**src/rtl/mips_multicycle_control.sv**
```systemverilog
// Main control FSM for the multicycle MIPS datapath; stalls on mem_ready.
// Optional JR support is compiled in with `define MIPS_CTRL_JR_EN.
module mips_multicycle_control #(
  parameter int STATE_W = 4
) (
  input  logic               clk,
  input  logic               rst,
  input  logic [5:0]         opcode,
  input  logic [5:0]         funct,
  input  logic               mem_ready,
  output logic [1:0]         ALUOp,
  output logic               ALUSrcA,
  output logic [1:0]         ALUSrcB,
  output logic [1:0]         PCSrc,
  output logic               IorD,
  output logic               MemRead,
  output logic               MemWrite,
  output logic               IRWrite,
  output logic               RegDst,
  output logic               MemtoReg,
  output logic               RegWrite,
  output logic               PCWrite,
  output logic               Branch,
  output logic               instr_done,
  output logic               illegal_op,
  output logic [STATE_W-1:0] state
);

  localparam logic [STATE_W-1:0] S_FETCH    = STATE_W'(0);
  localparam logic [STATE_W-1:0] S_DECODE   = STATE_W'(1);
  localparam logic [STATE_W-1:0] S_MEMADR   = STATE_W'(2);
  localparam logic [STATE_W-1:0] S_MEMREAD  = STATE_W'(3);
  localparam logic [STATE_W-1:0] S_MEMWB    = STATE_W'(4);
  localparam logic [STATE_W-1:0] S_MEMWRITE = STATE_W'(5);
  localparam logic [STATE_W-1:0] S_EXECUTE  = STATE_W'(6);
  localparam logic [STATE_W-1:0] S_ALU_WB   = STATE_W'(7);
  localparam logic [STATE_W-1:0] S_BRANCH   = STATE_W'(8);
  localparam logic [STATE_W-1:0] S_ADDI_EX  = STATE_W'(9);
  localparam logic [STATE_W-1:0] S_ADDI_WB  = STATE_W'(10);
  localparam logic [STATE_W-1:0] S_JUMP     = STATE_W'(11);
`ifdef MIPS_CTRL_JR_EN
  localparam logic [STATE_W-1:0] S_JR       = STATE_W'(12);
  localparam logic [5:0]         FN_JR      = 6'b001000;
`endif

  localparam logic [5:0] OP_RTYPE = 6'b000000;
  localparam logic [5:0] OP_LW    = 6'b100011;
  localparam logic [5:0] OP_SW    = 6'b101011;
  localparam logic [5:0] OP_BEQ   = 6'b000100;
  localparam logic [5:0] OP_ADDI  = 6'b001000;
  localparam logic [5:0] OP_J     = 6'b000010;

  logic [STATE_W-1:0] state_q, state_d;

`ifndef MIPS_CTRL_JR_EN
  logic unused_funct;
  assign unused_funct = ^funct;
`endif

  always_ff @(posedge clk) begin
    if (rst) state_q <= S_FETCH;
    else     state_q <= state_d;
  end

  // Memory handshake: MemRead/MemWrite act as valid and stay high while
  // waiting; a transfer completes in the cycle where mem_ready is also 1,
  // and only then does the FSM advance.
  always_comb begin
    state_d = S_FETCH;
    case (state_q)
      S_FETCH:  state_d = mem_ready ? S_DECODE : S_FETCH;
      S_DECODE: begin
        case (opcode)
          OP_LW, OP_SW: state_d = S_MEMADR;
`ifdef MIPS_CTRL_JR_EN
          OP_RTYPE:     state_d = (funct == FN_JR) ? S_JR : S_EXECUTE;
`else
          OP_RTYPE:     state_d = S_EXECUTE;
`endif
          OP_BEQ:       state_d = S_BRANCH;
          OP_ADDI:      state_d = S_ADDI_EX;
          OP_J:         state_d = S_JUMP;
          default:      state_d = S_FETCH;
        endcase
      end
      S_MEMADR: begin
        if (opcode == OP_LW)      state_d = S_MEMREAD;
        else if (opcode == OP_SW) state_d = S_MEMWRITE;
        else                      state_d = S_FETCH;
      end
      S_MEMREAD:  state_d = mem_ready ? S_MEMWB : S_MEMREAD;
      S_MEMWRITE: state_d = mem_ready ? S_FETCH : S_MEMWRITE;
      S_EXECUTE:  state_d = S_ALU_WB;
      S_ADDI_EX:  state_d = S_ADDI_WB;
      default:    state_d = S_FETCH;
    endcase
  end

  always_comb begin
    ALUOp      = 2'b00;
    ALUSrcA    = 1'b0;
    ALUSrcB    = 2'b00;
    PCSrc      = 2'b00;
    IorD       = 1'b0;
    MemRead    = 1'b0;
    MemWrite   = 1'b0;
    IRWrite    = 1'b0;
    RegDst     = 1'b0;
    MemtoReg   = 1'b0;
    RegWrite   = 1'b0;
    PCWrite    = 1'b0;
    Branch     = 1'b0;
    instr_done = 1'b0;
    illegal_op = 1'b0;
    if (!rst) begin
      case (state_q)
        S_FETCH: begin
          MemRead = 1'b1;
          ALUSrcB = 2'b01;
          IRWrite = mem_ready;
          PCWrite = mem_ready;
        end
        S_DECODE: begin
          ALUSrcB = 2'b11;
          if (!(opcode inside {OP_RTYPE, OP_LW, OP_SW, OP_BEQ, OP_ADDI, OP_J})) begin
            illegal_op = 1'b1;
            instr_done = 1'b1;
          end
        end
        S_MEMADR, S_ADDI_EX: begin
          ALUSrcA = 1'b1;
          ALUSrcB = 2'b10;
        end
        S_MEMREAD: begin
          MemRead = 1'b1;
          IorD    = 1'b1;
        end
        S_MEMWB: begin
          MemtoReg   = 1'b1;
          RegWrite   = 1'b1;
          instr_done = 1'b1;
        end
        S_MEMWRITE: begin
          MemWrite   = 1'b1;
          IorD       = 1'b1;
          instr_done = mem_ready;
        end
        S_EXECUTE: begin
          ALUSrcA = 1'b1;
          ALUOp   = 2'b10;
        end
        S_ALU_WB: begin
          RegDst     = 1'b1;
          RegWrite   = 1'b1;
          instr_done = 1'b1;
        end
        S_BRANCH: begin
          ALUSrcA    = 1'b1;
          ALUOp      = 2'b01;
          PCSrc      = 2'b01;
          Branch     = 1'b1;
          instr_done = 1'b1;
        end
        S_ADDI_WB: begin
          RegWrite   = 1'b1;
          instr_done = 1'b1;
        end
        S_JUMP: begin
          PCSrc      = 2'b10;
          PCWrite    = 1'b1;
          instr_done = 1'b1;
        end
`ifdef MIPS_CTRL_JR_EN
        S_JR: begin
          PCSrc      = 2'b11;
          PCWrite    = 1'b1;
          instr_done = 1'b1;
        end
`endif
        default: ;
      endcase
    end
  end

  assign state = state_q;

endmodule

```
**config.mk**
```make
export PLATFORM = sky130hd
export DESIGN_NAME = mips_multicycle_control
export DESIGN_NICKNAME = d
export VERILOG_FILES = /design/src/rtl/mips_multicycle_control.sv
export SDC_FILE = /design/constraint.sdc
export NUM_CORES = 1
export LEC_CHECK = 0
export CAP_MARGIN = 20
export CORE_MARGIN = 2
export CORE_UTILIZATION = 38
export DETAILED_ROUTE_END_ITERATION = 10
export HOLD_SLACK_MARGIN = 0.03
export PLACE_DENSITY = 0.93
export REMOVE_ABC_BUFFERS = 1
export SLEW_MARGIN = 20
export SYNTH_ARGS = -nofsm -noshare
export SYNTH_HDL_FRONTEND = slang
export SYNTH_SLANG_ARGS = --single-unit
```
**constraint.sdc**
```tcl
create_clock -name clk -period 4.6 [get_ports clk]
set_input_delay 0.92 -clock clk [delete_from_list [all_inputs] [get_ports clk]]
set_output_delay 0.92 -clock clk [all_outputs]
set_load 0.005 [all_outputs]
```
==> impl_metrics.csv, run 1 <==
group,metric,value,unit
global_route,antenna_found_initial,0,
placed_design,placed_area,847,um^2
cells_and_area,nets,127,
critical_path,cp-end-kind,"output pin",
timing,fin_crit_sh,87.0,%
clock_network,clkTransAtPathRegs,0.03,ns
min_path,min_from,"state[0]",
placed_design,place.gp.congestion,0.891,
global_route,grt_overflow,0,
pwr,p_leak,0.280,nW
global_route,grt_max_degree,16,
outcome,status,"finished, final reports clean",
pwr,p_sw_share,26.6,%
cells_and_area,syn2layout_area_growth,53.8,%
yosys,async_flop_share,0,%
placed_design,place_ws,0.612,ns
yosys,ys_types,35,
die,core_area,0.00135,mm^2
timing,finClkSkew,0.000986,ns
yosys,synth_ff_type,"dfxtp_1",
cells_and_area,layout_common_cells,"clkdlybuf4s50_1, nor2_1, nor3_1",
timing,drv_slew,0,
detailed_routing,drt_iter0_markers,25,
pwr,p_comb_share,32.8,%
yosys,synthMuxAreaShare,1.77,%
clock_network,clock-root-buffer,"clkbuf_4",
detailed_routing,dr.pass1.iters,4,
timing,hold_viol,0,
cells_and_area,final_util,64.4,%
cells_and_area,largest_reg_flops,4,
timing,finalSetupViolCount,0,
pwr,clkPwrFrac,34.5,%
yosys,synth_compound_area_share,23.9,%
clock_network,htree_levels,1,
yosys,syn_area,566,um^2
timing,fmax,0.250,GHz
global_route,grt_pass1_wl,2620,um
yosys,synthXorXnorAreaFrac,6.19,%
critical_path,rr_startpoint,"state[0]",
detailed_routing,ant_nets,0,
pwr,p_per_area,134,mW/mm^2
clock_network,ctsHoldBuffers,0,
clock_network,clock-sinks,4,
pwr,totalPowerFinal,0.117,mW
critical_path,path_max_fanout,6,
cells_and_area,antenna_cells,0,
yosys,synth_area_per_cell,6.65,um^2
timing,worstMarginPinSlew,0.516,ns
pwr,switching_power,0.0311,mW
placed_design,hpwl,1280,um
critical_path,start_kind,"input pin",
yosys,synth-edff-count,0,
detailed_routing,routedWlPerCell,13.4,um
detailed_routing,drc,0,
pwr,vdd_drop_max,0.0000646,V
critical_path,critPathKind,"input pin to output pin",
global_route,grt_usage,18.4,%
run,max_cap_viol_count,0,
min_path,hp-class,"flip-flop to flip-flop",
critical_path,cp-startpoint,"opcode[3]",
placed_design,dp.cells,122,
pwr,power_frac_seq,32.7,%
cells_and_area,drive_gt1_share,6.36,%
detailed_routing,vias,742,
timing,max_slew_margin,65.6,%
die,io_pins,37,
global_route,grt_pass1_vias,645,
detailed_routing,postRouteWirelength,1670,um
yosys,synth_seq_cells,4,
critical_path,rrSetupSlack,2.86,ns
yosys,synthAdderAreaFrac,0,%
placed_design,port_buffers,30,
pwr,p_int,0.0858,mW
yosys,synth_cells,85,
critical_path,arrival,3.08,ns
die,rows,13,
clock_network,cts_made_buffers,3,
critical_path,crit_required,3.68,ns
die,die_area,0.00181,mm^2
cells_and_area,instances_no_fill,125,
yosys,ys_warn_count,0,
timing,fin_ws,0.599,ns
timing,finalCriticalPeriod,4.00,ns
clock_network,cts_tree,"yes",
die,fp.dieW,42.6,um
yosys,synth-simple-area-share,46.7,%
yosys,synth_top_family_by_area,"simple AND/OR/NAND/NOR gates",
die,die_h,42.6,um
clock_network,post_cts_resized,0,
clock_network,cts.path.max_buffers,2,
timing,setup_tns,0,ns
cells_and_area,design_area,870,um^2
timing,hold_slack,0.694,ns
clock_network,clk_latency,0.22,ns
clock_network,post_cts_buffers,0,
die,start_util,41.9,%
yosys,ys_seq_area_share,14.2,%
cells_and_area,mostFrequentLayoutCell,"clkdlybuf4s50_1",
timing,rsz0062_at_grt,"false",
detailed_routing,vias_per_cell,5.94,
-- metal layers --
| metal | wire length [um] | part of all wire, % | GRT usage, % | up-vias |
|---|---|---|---|---|
| li1 | - | - | - | 366 |
| met1 | 728 | 43 | 20.8 | 333 |
| met2 | 809 | 48 | 33.8 | 43 |
| met3 | 136 | 8.1 | 3.02 | 0 |
| met4 | 0 | 0 | 6.88 | 0 |
| met5 | 0 | 0 | 0 | - |
-- cell type report --
| class | instances | area, um^2 |
|---|---|---|
| timing repair buffer | 30 | 300 |
| sequential | 4 | 80.1 |
| tap | 15 | 18.8 |
| multi-input combinational | 72 | 444 |
| fill | 136 | 480 |
| inverter | 1 | 3.75 |
| clock buffer | 3 | 22.5 |
-- worst max-delay path, cell delays in order --
cell	delay, ns
clkdlybuf4s50_1	0.51
or3_1	0.42
or4_1	0.40
and4b_1	0.22
o21bai_1	0.15
clkdlybuf4s50_1	0.45
-- worst paths after layout --
kind | depth (start not counted) | end
max | 6 | instr_done
min reg2reg | 2 | state[2]
min | 2 | state[2]
max reg2reg | 4 | state[0]
-- cell families after synthesis --
logic type / Yosys count
buf+inv: 9
simple gates: 47
xor+xnor: 4
compound gates: 20
mux: 1
flops: 4
-- synthesized netlist by cell type (all sizes together), types with 2 or more instances --
cell    instances  area, um^2
nor2           12        45.0
nor3            7        35.0
clkbuf          6        22.5
nand2b          5        31.3
a31oi           4        25.0
dfxtp           4        80.1
nor2b           4        25.0
nand2           3        11.3
o21ai           3        15.0
or2             3        18.8
a21oi           2        10.0
a22oi           2        15.0
buf             2        15.0
nand3           2        10.0
o21bai          2        15.0
or3             2        12.5
or4             2        15.0
xnor2           2        17.5
xor2            2        17.5
-- power groups by stage --
stage / Clock (mW) / Combinational, mW / Sequential [mW]
5_1_grt: 0.0478 / 0.0412 / 0.0383
4_1_cts: 0.0428 / 0.0380 / 0.0380
2_1_floorplan: 0 / 0.0153 / 0.0380
6_report: 0.0404 / 0.0384 / 0.0382
3_3_place_gp: 0 / 0.0367 / 0.0386
3_5_place_dp: 0 / 0.0377 / 0.0385
(Power assumes the default switching activity.)
==> inputs of run 2 (changes only) <==
- CTS_CLUSTER_SIZE: not set -> 20
- PLACE_DENSITY: 0.93 -> 0.84
- SLEW_MARGIN: 20 -> 10
==> run 2 against run 1 <==
Compared with the run above:
- clock power increased by 5.0%
- critical path depth unchanged
- worst setup slack got worse by 0.020 ns
- critical endpoint unchanged
==> impl_metrics.csv, run 2 (synthesis results as in run 1) <==
group,metric,value,unit
outcome,status,"finished, final reports clean",
critical_path,cp-end-kind,"output pin",
timing,worstMarginPinSlew,0.534,ns
clock_network,clk_latency,0.23,ns
timing,finClkSkew,0.00581,ns
die,die_h,42.6,um
die,rows,13,
timing,setup_tns,0,ns
cells_and_area,antenna_cells,0,
cells_and_area,nets,127,
cells_and_area,design_area,870,um^2
run,max_cap_viol_count,0,
detailed_routing,drc,0,
die,io_pins,37,
critical_path,crit_top_cell,"clkdlybuf4s50_1",
global_route,grt_pass1_vias,665,
clock_network,clock-sinks,4,
timing,finalCriticalPeriod,4.02,ns
critical_path,cp_slowest_cell,"clkdlybuf4s50_1",
critical_path,cpLargestDelayFamily,"simple AND/OR/NAND/NOR gates",
placed_design,place.gp.congestion,0.830,
detailed_routing,vias,736,
detailed_routing,dr.pass1.iters,4,
global_route,grt_max_degree,16,
critical_path,cpPeakStageDelay,0.52,ns
min_path,hp-class,"flip-flop to flip-flop",
global_route,grt_pass1_wl,3040,um
placed_design,dp.cells,122,
clock_network,cts.path.max_buffers,2,
global_route,grt_usage,21.1,%
detailed_routing,ant_nets,0,
cells_and_area,final_util,64.4,%
die,start_util,41.9,%
clock_network,clock-root-buffer,"clkbuf_4",
clock_network,clkTransAtPathRegs,0.03,ns
timing,fin_crit_sh,87.4,%
critical_path,crit_required,3.68,ns
timing,fmax,0.249,GHz
timing,hold_viol,0,
cells_and_area,instances_no_fill,125,
placed_design,placed_area,847,um^2
die,fp.dieW,42.6,um
placed_design,port_buffers,30,
critical_path,path_buf_inv,2,
cells_and_area,syn2layout_area_growth,53.8,%
clock_network,cts_made_buffers,3,
detailed_routing,postRouteWirelength,1800,um
detailed_routing,routedWlPerCell,14.4,um
clock_network,ctsHoldBuffers,0,
timing,rsz0062_at_grt,"false",
critical_path,critPathKind,"input pin to output pin",
global_route,antenna_found_initial,0,
timing,max_slew_margin,64.3,%
cells_and_area,mostFrequentLayoutCell,"clkdlybuf4s50_1",
clock_network,post_cts_buffers,0,
pwr,p_leak,0.280,nW
clock_network,post_cts_resized,0,
timing,drv_slew,0,
placed_design,hpwl,1350,um
pwr,p_per_area,136,mW/mm^2
cells_and_area,drive_gt1_share,6.36,%
detailed_routing,vias_per_cell,5.89,
cells_and_area,layout_common_cells,"clkdlybuf4s50_1, nor2_1, nor3_1",
critical_path,path_max_fanout,6,
die,core_area,0.00135,mm^2
critical_path,start_kind,"input pin",
clock_network,cts_tree,"yes",
global_route,grt_overflow,0,
timing,finalSetupViolCount,0,
clock_network,htree_levels,1,
critical_path,path_cells,"clkdlybuf4s50_1 > or3_1 > or4_1 > and4b_1 > o21bai_1 > clkdlybuf4s50_1",
pwr,vdd_drop_max,0.000111,V
critical_path,arrival,3.10,ns
die,die_area,0.00181,mm^2
detailed_routing,drt_iter0_markers,28,
cells_and_area,largest_reg_flops,4,
timing,hold_slack,0.693,ns
-- run 2: cell counts in the layout (fill, tap and decap cells not counted) --
Identical to the previous run, type by type.
-- run 2: per-stage QoR --
stage	setup slack (ns)	power [mW]
detailed placement	0.593	0.0763
floorplan	1.61	0.0533
finish	0.579	0.119
global route	0.497	0.127
CTS	0.586	0.120
global placement	0.610	0.0755
-- run 2: cell type report --
| type | count | area, um^2 |
|---|---|---|
| Clock buffer | 3 | 22.5 |
| Inverter | 1 | 3.75 |
| Fill cell | 133 | 480 |
| Multi-Input combinational cell | 72 | 444 |
| Tap cell | 15 | 18.8 |
| Timing Repair Buffer | 30 | 300 |
| Sequential cell | 4 | 80.1 |
-- run 2: worst paths after layout --
kind	start	end	slack, ns	depth (start not counted)
min	state[0]	state[2]	0.69	2
min reg2reg	state[0]	state[2]	0.69	2
max	opcode[3]	instr_done	0.58	6
max reg2reg	state[0]	state[0]	2.87	4
-- run 2: where the power goes --
group | internal, mW | leakage [nW] | switching (mW)
Sequential | 0.0356 | 0.0325 | 0.00250
Combinational | 0.0212 | 0.234 | 0.0168
Clock | 0.0291 | 0.0138 | 0.0133
Total | 0.0859 | 0.280 | 0.0327
-- run 2: routing by layer --
metal | up-vias | share of wire [%] | GRT usage (%)
met1 | 338 | 46 | 28.4
met2 | 32 | 48 | 32.9
met3 | 4 | 6.0 | 6.03
met5 | - | 0 | 0
met4 | 0 | 0.67 | 5.00
li1 | 362 | - | -
-- run 2: worst register-to-register path: cells and delay by family (launching register included) --
kind / cells / cell delay [ns]
DFF: 1 / 0.56
AOI/OAI and AO/OA: 2 / 0.36
and+or+nand+nor: 2 / 0.72
